==> config.mk <==
export PLATFORM = sky130hd
export DESIGN_NAME = rr_arbiter_8
export DESIGN_NICKNAME = d
export VERILOG_FILES = /design/src/rtl/rr_arbiter_8.sv
export SDC_FILE = /design/constraint.sdc
export NUM_CORES = 1
export LEC_CHECK = 0
export BUFFER_PORTS_ARGS = -buffer_cell sky130_fd_sc_hd__buf_2
export CORE_MARGIN = 5
export CORE_UTILIZATION = 50
export CTS_BUF_LIST = sky130_fd_sc_hd__clkbuf_4 sky130_fd_sc_hd__clkbuf_8
export DETAILED_ROUTE_END_ITERATION = 10
export GPL_TIMING_DRIVEN = 1
export MAX_ROUTING_LAYER = met4
export PLACE_DENSITY = 0.71
export SLEW_MARGIN = 15
export SYNTH_ARGS = -nofsm -noshare
export SYNTH_HDL_FRONTEND = slang
export SYNTH_SLANG_ARGS = --single-unit
==> constraint.sdc <==
create_clock -name clk -period 3.4 [get_ports clk]
set_input_delay 0.34 -clock clk [delete_from_list [all_inputs] [get_ports clk]]
set_output_delay 0.34 -clock clk [all_outputs]
set_load 0.005 [all_outputs]
==> src/rtl/rr_arbiter_8.sv <==
// ============================================================================
//  Module   : rr_arbiter_8
//  Purpose  : 8-way round-robin arbiter with bounded hold and a break-before-
//             make gap cycle; drives a 3x8 decoder (A,B,C,En) plus a one-hot grant.
//  Revision : 1.0  initial release
// ============================================================================
`default_nettype none

module rr_arbiter_8 #(
  parameter int MAX_HOLD = 16,
  parameter int HOLD_W   = 5
) (
  input  logic       clk,
  input  logic       reset,
  input  logic [7:0] req,
  output logic       sel_a,
  output logic       sel_b,
  output logic       sel_c,
  output logic       sel_en,
  output logic [7:0] grant,
  output logic       busy,
  output logic       timeout
);

  typedef enum logic [1:0] {
    ST_IDLE  = 2'd0,
    ST_GRANT = 2'd1,
    ST_GAP   = 2'd2
  } state_t;

  localparam bit               C_LIMITED   = (MAX_HOLD != 0);
  localparam logic [HOLD_W-1:0] C_HOLD_LAST = HOLD_W'(MAX_HOLD - 1);

  state_t            state_q, state_d;
  logic [2:0]        ptr_q, ptr_d;
  logic [HOLD_W-1:0] hold_cnt_q, hold_cnt_d;
  logic [2:0]        idx_q, idx_d;
  logic              sel_en_q, sel_en_d;
  logic [7:0]        grant_q, grant_d;
  logic              busy_q, busy_d;
  logic              timeout_q, timeout_d;

  logic [2:0]        winner;
  logic [2:0]        cand;

  // Scan from the highest offset down so the closest requester to ptr wins.
  always_comb begin
    winner = ptr_q;
    cand   = '0;
    for (int i = 7; i >= 0; i--) begin
      cand = ptr_q + 3'(i);
      if (req[cand]) begin
        winner = cand;
      end
    end
  end

  always_comb begin
    state_d    = state_q;
    ptr_d      = ptr_q;
    hold_cnt_d = '0;
    idx_d      = idx_q;
    timeout_d  = 1'b0;

    case (state_q)
      ST_IDLE, ST_GAP: begin
        if (|req) begin
          idx_d   = winner;
          state_d = ST_GRANT;
        end else begin
          state_d = ST_IDLE;
        end
      end
      ST_GRANT: begin
        // A release in the same cycle as the limit takes precedence.
        if (!req[idx_q]) begin
          state_d = ST_GAP;
          ptr_d   = idx_q + 3'd1;
        end else if (C_LIMITED && (hold_cnt_q == C_HOLD_LAST)) begin
          state_d   = ST_GAP;
          ptr_d     = idx_q + 3'd1;
          timeout_d = 1'b1;
        end else begin
          hold_cnt_d = hold_cnt_q + HOLD_W'(1);
        end
      end
      default: begin
        state_d = ST_IDLE;
      end
    endcase

    sel_en_d = (state_d == ST_GRANT);
    busy_d   = (state_d != ST_IDLE);
    grant_d  = sel_en_d ? (8'b1 << idx_d) : 8'b0;
  end

  always_ff @(posedge clk) begin
    if (reset) begin
      state_q    <= ST_IDLE;
      ptr_q      <= '0;
      hold_cnt_q <= '0;
      idx_q      <= '0;
      sel_en_q   <= 1'b0;
      grant_q    <= '0;
      busy_q     <= 1'b0;
      timeout_q  <= 1'b0;
    end else begin
      state_q    <= state_d;
      ptr_q      <= ptr_d;
      hold_cnt_q <= hold_cnt_d;
      idx_q      <= idx_d;
      sel_en_q   <= sel_en_d;
      grant_q    <= grant_d;
      busy_q     <= busy_d;
      timeout_q  <= timeout_d;
    end
  end

  assign sel_a   = idx_q[2];
  assign sel_b   = idx_q[1];
  assign sel_c   = idx_q[0];
  assign sel_en  = sel_en_q;
  assign grant   = grant_q;
  assign busy    = busy_q;
  assign timeout = timeout_q;

endmodule

`default_nettype wire

==> reports/results.ini <==
[worst_setup_path]
crit_type=reg -> reg
end_kind=flop
r2r-start=ptr_q[1]$_SDFFE_PP0P_
critPathRequiredTime_ns=3.65
worst_setup_path_start_kind=flop
reg2reg_setup_slack_ns=0.41
reg2reg_depth=9
cp_max_fo=9
crit_arrival_ns=3.24
rr_endpoint=grant[2]$_SDFF_PP0_

[clock_network]
ctsRootBufferMaster=clkbuf_4
cts_tree=yes
clock_sinks=24
ctsHtreeMaxLevel=1
clkLatencyLatePin_ns=0.31
clkTransAtPathRegs_ns=0.12
cts_max_path_buffers=2
cts_buffers=3
ctsHoldBuffers=0
cts_resized=0
cts_setup_buffers=0

[route]
wl_per_cell_um=16.3
wl_met3_um=302
dr_wl_met2_um=1940
totalWireLength_um=4040
wl_met1_um=1760
drt-initial-drc-count=81
drtPass1Iterations=4
remaining_drc_errors=0
via_per_inst=6.08
postRouteAntennaNets=0
num_vias=1507
top_layer=met4

[global_route]
antenna_found_initial=0
gr-usage-all-layers_pct=18.9
grt_pass1_vias=1385
overflow=0
grt_pass1_wl_um=6620
grt_start_max_net_pins=20

[pwr]
seqPwrFrac_pct=29.3
power.density_mw_per_mm2=673
p_clk_share_pct=11.3
p_sw_mw=0.550
switching_share_pct=42.7
internal_power_mw=0.738
p_leak_nw=0.773
peakVddDrop_uv=384
pwr-share-comb_pct=59.4

[final_layout]
post-route-util_pct=57.4
fin_nets=218
final_area_mm2=0.00191
area_growth_pct=11.0
fillers=299
drive_above_1_share_pct=28.2
insertedDiodeCount=0

[floorplanning]
die_h_um=68.7
dieArea_mm2=0.00473
ios=24
start_util_pct=51.7
rows=21
core_mm2=0.00334
die_x_um=68.7

[timing]
final.setup.tns_ns=0
relSlewSlack_pct=62.8
fmax_mhz=334
drv_slew=0
rsz0062_at_grt=no
tightestPinTransition_ns=0.558
finClkSkew_ns=0.00383
setup_viol=0
fin_crit_sh_pct=88.0
fin_crit_ns=2.99
hold_viol_final=0

[logic_synthesis]
synth_area_leaders=dfxtp_1, mux4_2, nor2_1
yosys.area.top_type=dfxtp_1
ys_seq_area_share_pct=27.8
synth.avg_cell_area_um2=9.53
ys_warn_count=0
synth_common_cells=dfxtp_1, nor2_1, a21oi_1
syn-num-nets=196
syn_area_mm2=0.00173
postSynthCellCount=181
yosysTopAreaCellShare_pct=27.8
synth.distinct_cells=52
synth_edf_count=0
synthFlopType=dfxtp_1
synthArstFlopShare_pct=0
ys_ff_latch=24
synthMostInstantiatedCell=dfxtp_1

[placed_design]
gp_congestion=0.999
placed_cell_area_mm2=0.00188
dp_hpwl_um=3050
io_buffer_count=23

[hold_path]
min_path_type=in -> reg
whs_path_depth=2
hp-start=reset
min_to=ptr_q[2]$_SDFFE_PP0P_

[run_status]
status=finished, final reports clean

[run]
cap_violations=0

[registers in the layout (all words and copies together), names as in the netlist]
name and count:
busy 1, grant 8, hold_cnt_q 5, idx_q 3
ptr_q 3, sel_en 1, state_q 2, timeout 1
[how the worst max path moves through the flow]
stage	from	endpoint	cells after the start
after floorplan	ptr_q[1]$_SDFFE_PP0P_	grant[0]$_SDFF_PP0_	12
after global placement	ptr_q[1]$_SDFFE_PP0P_	grant[1]$_SDFF_PP0_	9
after detailed placement	ptr_q[1]$_SDFFE_PP0P_	grant[2]$_SDFF_PP0_	9
after CTS	ptr_q[1]$_SDFFE_PP0P_	grant[2]$_SDFF_PP0_	9
after global routing	ptr_q[1]$_SDFFE_PP0P_	grant[5]$_SDFF_PP0_	8
final	ptr_q[1]$_SDFFE_PP0P_	grant[2]$_SDFF_PP0_	9
[cells in the final DEF (no fill, tap or decap), drive strengths merged, types with 5 or more instances in the layout]
master | synthesis | routed
buf | 6 | 27
dfxtp | 24 | 24
nor2 | 21 | 21
a21oi | 13 | 13
mux4 | 11 | 11
inv | 9 | 9
nor4 | 7 | 7
nand2 | 7 | 7
mux2i | 7 | 7
ha | 5 | 5
mux2 | 5 | 5
nor3b | 5 | 5
[routing by layer]
| layer | vias to the layer above | GRT usage [%] |
|---|---|---|
| li1 | 726 | - |
| met3 | 2 | 4.21 |
| met1 | 708 | 25.8 |
| met4 | 0 | 1.95 |
| met2 | 71 | 29.9 |
| met5 | - | - |
[final cells by class]
type | count | area, um^2 | area share [%]
multi-input cells | 137 | 1160 | 60.5
flip-flops and latches | 24 | 480 | 25.1
repair buffers | 27 | 145 | 7.58
well taps | 46 | 57.6 | 3.01
inverters | 10 | 37.5 | 1.96
clock buffers | 4 | 36.3 | 1.90
[through the flow]
stage               hold slack (ns)  setup slack, ns  std cells  power (mW)
global placement              0.433            0.529        244        1.12
floorplan                     0.418            0.287        181       0.964
global route                  0.326            0.148        248        1.38
CTS                           0.312            0.411        248        1.29
finish                        0.322            0.408        248        1.29
detailed placement            0.444            0.435        244        1.14
[power groups by stage]
stage          combinational, mW  sequential [mW]  clock (mW)
3_3_place_gp               0.734            0.381           0
4_1_cts                    0.756            0.378       0.152
2_1_floorplan              0.583            0.381           0
6_report                   0.765            0.378       0.145
5_1_grt                    0.838            0.385       0.160
3_5_place_dp               0.753            0.384           0
[cells by family after synthesis]
kind of cell	Yosys count	share of synthesized area, %
multiplexers	23	22.6
flip-flops	24	27.8
adder cells (fa/ha/maj)	5	3.63
AND/OR/NAND/NOR	68	23.4
AO/OA/AOI/OAI	34	13.9
buffers and inverters	20	5.08
XOR/XNOR	7	3.55
[critical path: stages, from the launching register on]
cell      delay (ns)
dfxtp_1         0.35
clkinv_1        0.22
ha_1            0.52
mux4_2          0.43
mux2i_1         0.28
a211oi_1        0.10
o41ai_2         0.40
xnor2_1         0.16
mux2i_4         0.26
nor3b_2         0.21
Note: power is estimated with default switching activity, not from simulation.
